$ cat config.mk
export PLATFORM = sky130hd
export DESIGN_NAME = ffd_reg_share_arbiter
export DESIGN_NICKNAME = d
export VERILOG_FILES = /design/src/rtl/ffd_reg_share_arbiter.sv
export SDC_FILE = /design/constraint.sdc
export NUM_CORES = 1
export LEC_CHECK = 0
export ABC_AREA = 0
export CAP_MARGIN = 25
export CORE_MARGIN = 4
export CORE_UTILIZATION = 43
export CTS_BUF_LIST = sky130_fd_sc_hd__clkbuf_4 sky130_fd_sc_hd__clkbuf_8
export DETAILED_ROUTE_END_ITERATION = 10
export GPL_TIMING_DRIVEN = 0
export MAX_ROUTING_LAYER = met4
export PLACE_DENSITY = 0.91
export SYNTH_ARGS = -nofsm -noshare
export SYNTH_HDL_FRONTEND = slang
export SYNTH_SLANG_ARGS = --single-unit
$ cat constraint.sdc
create_clock -name Clk -period 2.6 [get_ports Clk]
set_input_delay 0.52 -clock Clk [delete_from_list [all_inputs] [get_ports Clk]]
set_output_delay 0.52 -clock Clk [all_outputs]
set_load 0.01 [all_outputs]
$ cat src/rtl/ffd_reg_share_arbiter.sv
// ffd_reg_share_arbiter
// Round-robin arbiter and load sequencer that shares one WIDTH-bit register
// (a bank of async-reset D flip-flops) between N_REQ requesters. The owner
// loads its din slice into Q on every edge where it still requests.
//
// Optional feature macro: HOLD_LIMIT_EN
//   defined   - an ownership tenure ends after MAX_HOLD loads (forced release)
//   undefined - the owner keeps the grant for as long as its req stays high
module ffd_reg_share_arbiter #(
    parameter int N_REQ    = 4,
    parameter int WIDTH    = 8,
    parameter int MAX_HOLD = 4
) (
    input  logic                       Clk,
    input  logic                       Reset,
    input  logic [N_REQ-1:0]           req,
    input  logic [N_REQ*WIDTH-1:0]     din,
    output logic [N_REQ-1:0]           gnt,
    output logic [$clog2(N_REQ)-1:0]   owner,
    output logic                       busy,
    output logic [WIDTH-1:0]           Q,
    output logic                       q_load
);

    localparam int OW = $clog2(N_REQ);

    // Elaboration-time parameter sanity checks.
    if (N_REQ < 2 || N_REQ > 8) begin : g_bad_n_req
        $error("ffd_reg_share_arbiter: N_REQ must be in 2..8");
    end
    if (MAX_HOLD < 1) begin : g_bad_max_hold
        $error("ffd_reg_share_arbiter: MAX_HOLD must be >= 1");
    end

    typedef enum logic {
        S_IDLE = 1'b0,
        S_OWN  = 1'b1
    } state_t;

    state_t           state;
    logic [OW-1:0]    ptr;

`ifdef HOLD_LIMIT_EN
    localparam int HW = (MAX_HOLD > 1) ? $clog2(MAX_HOLD + 1) : 1;
    logic [HW-1:0]    hold_cnt;
`endif

    logic             sel_found;
    logic [OW-1:0]    sel_idx;
    logic [N_REQ-1:0] sel_onehot;
    logic [OW-1:0]    next_ptr;
    logic [WIDTH-1:0] owner_data;
    int               cand;

    // Round-robin pick: first set req bit searching ptr, ptr+1, ... cyclically.
    always_comb begin
        // NOTE: every combinational output gets a default before any branch so
        // no path can hold a previous value and infer a latch.
        sel_found  = 1'b0;
        sel_idx    = '0;
        sel_onehot = '0;
        cand       = 0;
        for (int k = 0; k < N_REQ; k++) begin
            cand = int'(ptr) + k;
            if (cand >= N_REQ) begin
                cand = cand - N_REQ;
            end
            if (!sel_found && req[cand]) begin
                sel_found = 1'b1;
                sel_idx   = OW'(cand);
            end
        end
        for (int i = 0; i < N_REQ; i++) begin
            sel_onehot[i] = (int'(sel_idx) == i);
        end
    end

    // Pointer after a release and the current owner's data slice.
    always_comb begin
        next_ptr   = (int'(owner) == N_REQ - 1) ? '0 : owner + OW'(1);
        owner_data = din[int'(owner)*WIDTH +: WIDTH];
    end

    // Two-state ownership FSM with registered grant, status and shared register.
    always_ff @(posedge Clk or posedge Reset) begin
        // NOTE: sequential state uses non-blocking assignments only; Q is
        // cleared by the async reset together with the control state because
        // the shared register must read zero while Reset is high.
        if (Reset) begin
            state    <= S_IDLE;
            ptr      <= '0;
            gnt      <= '0;
            owner    <= '0;
            busy     <= 1'b0;
            Q        <= '0;
            q_load   <= 1'b0;
`ifdef HOLD_LIMIT_EN
            hold_cnt <= '0;
`endif
        end else begin
            q_load <= 1'b0;
            case (state)
                S_IDLE: begin
                    if (sel_found) begin
                        state    <= S_OWN;
                        gnt      <= sel_onehot;
                        owner    <= sel_idx;
                        busy     <= 1'b1;
`ifdef HOLD_LIMIT_EN
                        hold_cnt <= '0;
`endif
                    end
                end
                S_OWN: begin
                    if (req[owner]) begin
                        Q        <= owner_data;
                        q_load   <= 1'b1;
`ifdef HOLD_LIMIT_EN
                        hold_cnt <= hold_cnt + HW'(1);
                        // This load is load number MAX_HOLD: forced release.
                        if (hold_cnt == HW'(MAX_HOLD - 1)) begin
                            state <= S_IDLE;
                            gnt   <= '0;
                            busy  <= 1'b0;
                            ptr   <= next_ptr;
                        end
`endif
                    end else begin
                        state <= S_IDLE;
                        gnt   <= '0;
                        busy  <= 1'b0;
                        ptr   <= next_ptr;
                    end
                end
                default: begin
                    state <= S_IDLE;
                    gnt   <= '0;
                    busy  <= 1'b0;
                end
            endcase
        end
    end

endmodule

==> results of run 1 <==
-- final timing paths --
check / start / endpoint / slack, ns / cells after the start
max: req[3] / ptr[1] / 0.58 / 4
min: gnt[1] / gnt[1] / 0.52 / 1
max reg2reg: owner[0] / ptr[1] / 0.84 / 3
min reg2reg: gnt[1] / gnt[1] / 0.52 / 1
max in group asynchronous: Reset / ptr[1] / 1.51 / 2
min in group asynchronous: Reset / busy / 0.64 / 2
-- metrics by stage --
| stage | cell area [sq um] | std cells | hold WS [ns] |
|---|---|---|---|
| 2_1_floorplan | 1030 | 75 | 0.471 |
| 3_3_place_gp | 1600 | 156 | 0.480 |
| 3_5_place_dp | 1600 | 156 | 0.493 |
| 4_1_cts | 1620 | 160 | 0.519 |
| 5_1_grt | 1620 | 160 | 0.542 |
| 6_report | 1620 | 160 | 0.523 |
-- layout make-up --
class	instances	share of cell area (%)
plain buffers	4	1.69
clock buffers	3	1.39
clock inverters	1	0.308
inverters	4	0.924
multi-input cells	48	31.6
flip-flops and latches	19	29.3
well taps	28	2.16
repair buffers	53	32.7
-- power breakdown --
part | internal (mW) | leakage (nW) | switching [mW]
clock | 0.0574 | 0.0177 | 0.0989
sequential | 0.446 | 0.231 | 0.0956
combinational | 0.611 | 0.411 | 0.435
-- routing by layer --
metal	wire, microns	GRT usage (%)
met5	0	-
met4	57	6.95
met3	163	2.26
met2	1720	37.7
met1	991	17.9
-- cell usage in the layout (no fill, tap or decap), drive strengths merged --
cell type	count
buf	3
a21boi	1
mux4	9
clkbuf	4
inv	4
a21oi	2
clkdlybuf4s50	53
clkinv	1
ha	1
or2	1
nand2	4
o21a	1
o22ai	2
a32o	4
nor4	1
o21ai	2
o22a	1
dfrtp	19
mux2	11
mux2i	1
nor2	6
nor3b	1
-- cells by family (layout without fill, tap and decap cells) --
kind of cell | Yosys count | in the layout
compound gates | 13 | 13
buf+inv | 8 | 65
fa+ha+maj | 1 | 1
simple gates | 13 | 13
flops | 19 | 19
mux | 21 | 21
-- flip-flops by register name, summed over array words and instances (netlist names) --
register,flops
q_load,1
busy,1
gnt,4
state,1
ptr,2
owner,2
Q,8
-- cells in the mapped netlist (all sizes together) --
library cell,number
o22ai,2
ha,1
or2,1
nor4,1
a21oi,2
nand2,4
a21boi,1
a32o,4
mux2i,1
o21ai,2
o21a,1
clkbuf,1
o22a,1
buf,3
nor3b,1
mux2,11
inv,4
dfrtp,19
nor2,6
mux4,9
-- worst max-delay path: cells and delay by family --
kind / cells / cell delay (ns)
buffers and inverters: 1 / 0.50
muxes: 2 / 0.91
and+or+nand+nor: 1 / 0.28
==> results.py, run 1 <==
metrics = {
    "global_routing": {
        "grt_pass1_wl_microns": 4650,
        "grt_usage_pct": 18.8,
        "grt_pass1_vias": 1059,
        "grt_max_degree": 20,
        "grt_overflow_total": 0,
        "antenna_found_initial": 0,
    },
    "synthesis": {
        "synth_top_cell_area_share_pct": 46.1,
        "synth_cell_types": 24,
        "syn_nets": 114,
        "ys_seq_area_share_pct": 46.1,
        "synth_compound_area_share_pct": 9.34,
        "synthesis.area_sq_mm": 0.00103,
        "synth_xor_area_share_pct": 0,
        "synth_top_family_by_area": "multiplexers",
        "synthSimpleGateAreaFrac_pct": 6.55,
        "synthTopCellsByArea": "dfrtp_1, mux4_2, mux2_2",
        "synth_mux_area_share_pct": 32.6,
        "synthCells": 75,
        "post_synth.cell_area_avg_sq_um": 13.7,
        "synthAdderAreaFrac_pct": 1.21,
        "synth-seq-cells": 19,
        "yosysWarnings": 0,
        "yosys.area.top_type": "dfrtp_1",
    },
    "power": {
        "total_power_mw": 1.74,
        "pwr_density_cell_mw_per_mm2": 1070,
        "p_leak_nw": 0.660,
        "peakVddDrop_mv": 0.687,
    },
    "layout": {
        "design.final.nets": 172,
        "num_antenna_cells": 0,
        "multi_input_area_sq_um": 513,
        "n_fill_cell": 169,
        "fin_util_pct": 72.0,
        "seq_area_sq_um": 475,
        "drive_gt1_share_pct": 22.7,
        "syn2layout_area_growth_pct": 57.5,
    },
    "worst_setup_path": {
        "cpPeakStageDelay_ns": 0.53,
        "cpMaxStageDelayCell": "mux4_2",
        "critPathLaunchType": "input pin",
        "crit_path_max_fanout": 5,
        "crit_chain": "clkdlybuf4s50_1, mux4_2, nor2_1, mux2_2",
        "crit_arrival_ns": 2.22,
        "critPathKind": "input pin to flop",
        "critPathCaptureType": "flop",
        "required_ns": 2.80,
    },
    "outcome": {
        "status": "complete, no violations",
    },
    "clocking": {
        "cts_buffer_depth": 2,
        "cts_htree_levels": 1,
        "cts_setup_buffers": 0,
        "cts_tree": "done",
        "clk_pin_slew_worst_paths_ns": 0.12,
        "cts_resized": 0,
        "clkLatencyLatePin_ns": 0.30,
        "cts_sinks": 19,
        "ctsRootBufferMaster": "clkbuf_4",
        "cts-buffers-inserted": 3,
        "hold_buffers": 0,
    },
    "hold_path": {
        "min_path_type": "flop to flop",
    },
    "sta": {
        "tns_ns": 0,
        "max_slew_margin_pct": 51.9,
        "period_share_pct": 77.9,
        "timing.final.crit_period_ns": 2.02,
        "fmaxAchievable_mhz": 494,
        "tightest_slew_ns": 0.721,
        "drv_slew": 0,
        "skew_ns": 0.00585,
        "fin_ws_ns": 0.575,
        "rsz0062_at_grt": "no",
        "finalSetupViolCount": 0,
        "hold_viol": 0,
    },
    "routing": {
        "first_iter_violations": 20,
        "vias": 892,
        "via_per_inst": 5.58,
        "drt-pass1-iter-count": 4,
        "drc": 0,
        "wl_per_cell_microns": 18.3,
        "wirelength_microns": 2930,
        "drtAntennaViolNets": 0,
    },
    "floorplanning": {
        "start_util_pct": 45.7,
        "die_h_microns": 57.0,
        "io_pins": 54,
        "core_sq_mm": 0.00225,
        "dieArea_sq_mm": 0.00325,
        "die_w_microns": 57.0,
        "rows": 17,
    },
    "placement": {
        "portBuffers": 53,
        "routabilityCongestion": 0.942,
        "dpl_worst_slack_ns": 0.273,
    },
    "flow_run": {
        "cap_viol_max_count": 0,
    },
}
Note: power is estimated with default switching activity, not from simulation.
==> run 2: changes to the inputs <==
- CORE_UTILIZATION: 43 -> 40
- PLACE_DENSITY: 0.91 -> 0.86
- clock period: 2.6 -> 1.93 ns (I/O delays scaled with it)
==> results.py, run 2 (synthesis results as in run 1) <==
metrics = {
    "layout": {
        "mostFrequentLayoutCell": "clkdlybuf4s50_1",
        "final_cell_area_sq_mm": 0.00163,
        "syn2layout_area_growth_pct": 58.0,
        "drive_gt1_share_pct": 22.7,
        "fin_util_pct": 65.8,
        "num_antenna_cells": 0,
        "final_cell_mix": "clkdlybuf4s50_1, dfrtp_1, mux2_2",
        "largest_reg_flops": 8,
        "n_fill_cell": 200,
        "reg_top3": "Q (8), gnt (4)",
        "regMostFlops": "Q",
        "design.final.nets": 172,
    },
    "floorplanning": {
        "rows": 18,
        "die_w_microns": 58.8,
        "start_util_pct": 41.6,
        "die_h_microns": 58.8,
        "core_sq_mm": 0.00248,
        "dieArea_sq_mm": 0.00345,
        "io_pins": 54,
    },
    "worst_setup_path": {
        "cpPeakStageDelay_ns": 0.54,
        "crit_path_max_fanout": 10,
        "r2r_cells": 4,
        "crit_chain": "clkdlybuf4s50_1, mux4_2, nand2_2, buf_6, mux2_2",
        "r2r-start": "owner[0]",
        "crit_arrival_ns": 2.04,
        "critPathCaptureType": "flop",
        "critPathKind": "input pin to flop",
        "required_ns": 2.12,
        "cpMaxStageDelayCell": "mux4_2",
        "crit_path_start": "req[3]",
        "crit_end": "Q[2]",
        "critPathLaunchType": "input pin",
        "r2r_end": "Q[2]",
        "rrSetupSlack_ns": 0.20,
    },
    "placement": {
        "place_hpwl_microns": 2410,
        "portBuffers": 53,
        "place_area_sq_mm": 0.00160,
        "dpl_worst_slack_ns": -0.233,
        "routabilityCongestion": 0.803,
    },
    "clocking": {
        "ctsRootBufferMaster": "clkbuf_4",
        "clkLatencyLatePin_ns": 0.30,
        "cts_tree": "done",
        "cts_htree_levels": 1,
        "cts_resized": 0,
        "cts_buffer_depth": 2,
        "clk_pin_slew_worst_paths_ns": 0.11,
        "cts-buffers-inserted": 3,
        "hold_buffers": 0,
        "cts_setup_buffers": 0,
        "cts_sinks": 19,
    },
    "flow_run": {
        "cap_viol_max_count": 0,
    },
    "sta": {
        "max_slew_margin_pct": 51.0,
        "skew_ns": 0.00245,
        "timing.final.crit_period_ns": 1.85,
        "hold_viol": 0,
        "drv_slew": 0,
        "rsz0062_at_grt": "no",
        "period_share_pct": 95.8,
        "fin_ws_ns": 0.0813,
        "tightest_slew_ns": 0.735,
        "fmaxAchievable_mhz": 541,
        "finalSetupViolCount": 0,
    },
    "routing": {
        "drtAntennaViolNets": 0,
        "first_iter_violations": 46,
        "vias": 874,
        "wl_per_cell_microns": 18.1,
        "drt-pass1-iter-count": 4,
        "drc": 0,
        "wirelength_microns": 2930,
        "via_per_inst": 5.40,
    },
    "global_routing": {
        "grt_pass1_wl_microns": 4430,
        "grt_usage_pct": 18.2,
        "grt_max_degree": 20,
        "grt_pass1_vias": 944,
        "antenna_found_initial": 0,
        "grt_overflow_total": 0,
    },
    "power": {
        "p_leak_nw": 0.661,
        "pwr_density_cell_mw_per_mm2": 1430,
        "peakVddDrop_mv": 1.15,
    },
    "hold_path": {
        "min_path_type": "input pin to asynchronous set/reset pin",
    },
    "outcome": {
        "status": "complete, no violations",
    },
}
[run 2: cell count changes in the layout (fill, tap and decap cells not counted), sizes merged]
| cell | delta |
|---|---|
| clkinv | -1 |
| clkbuf | +1 |
[run 2: through the flow]
stage | cells | power (mW) | hold WS (ns) | setup TNS [ns]
finish | 162 | 2.33 | 0.501 | 0
global route | 162 | 2.48 | 0.534 | 0
CTS | 162 | 2.36 | 0.517 | 0
detailed placement | 158 | 2.14 | 0.481 | -2.48
global placement | 158 | 2.07 | 0.485 | -1.90
floorplan | 75 | 1.55 | 0.337 | 0
[run 2: worst max-delay path: cells and delay by family]
family	cells	cell delay (ns)
multiplexers	2	0.89
buffers and inverters	2	0.64
AND/OR/NAND/NOR	1	0.12
[run 2: how the worst min path moves through the flow]
stage | start | to | slack [ns]
after floorplan | Reset | Q[0] | 0.34
after global placement | busy | busy | 0.49
after detailed placement | gnt[0] | gnt[0] | 0.48
after CTS | Reset | Q[1] | 0.52
after global routing | Q[6] | Q[6] | 0.53
final | Reset | Q[1] | 0.50
[run 2: final cells by class]
cell class / count / area (sq um) / share of cell area, %
inverters: 4 / 15.0 / 0.922
clock buffers: 4 / 30.0 / 1.84
multi-input cells: 48 / 513 / 31.5
well taps: 30 / 37.5 / 2.30
flip-flops and latches: 19 / 475 / 29.2
plain buffers: 4 / 27.5 / 1.69
repair buffers: 53 / 531 / 32.6
[run 2: where the power goes]
group          internal [mW]  switching (mW)  leakage, nW  total [mW]
Sequential             0.601           0.115        0.231       0.716
Clock                 0.0946           0.122       0.0184       0.216
Combinational          0.820           0.578        0.411        1.40
Total                   1.52           0.815        0.661        2.33
[run 2: layer usage]
layer | GRT usage [%] | up-vias | share of wire (%) | routed length [microns]
li1 | - | 402 | - | -
met1 | 18.3 | 438 | 35 | 1010
met2 | 33.6 | 28 | 60 | 1750
met3 | 5.26 | 6 | 4.0 | 118
met4 | 5.18 | 0 | 1.7 | 50
met5 | - | - | 0 | 0
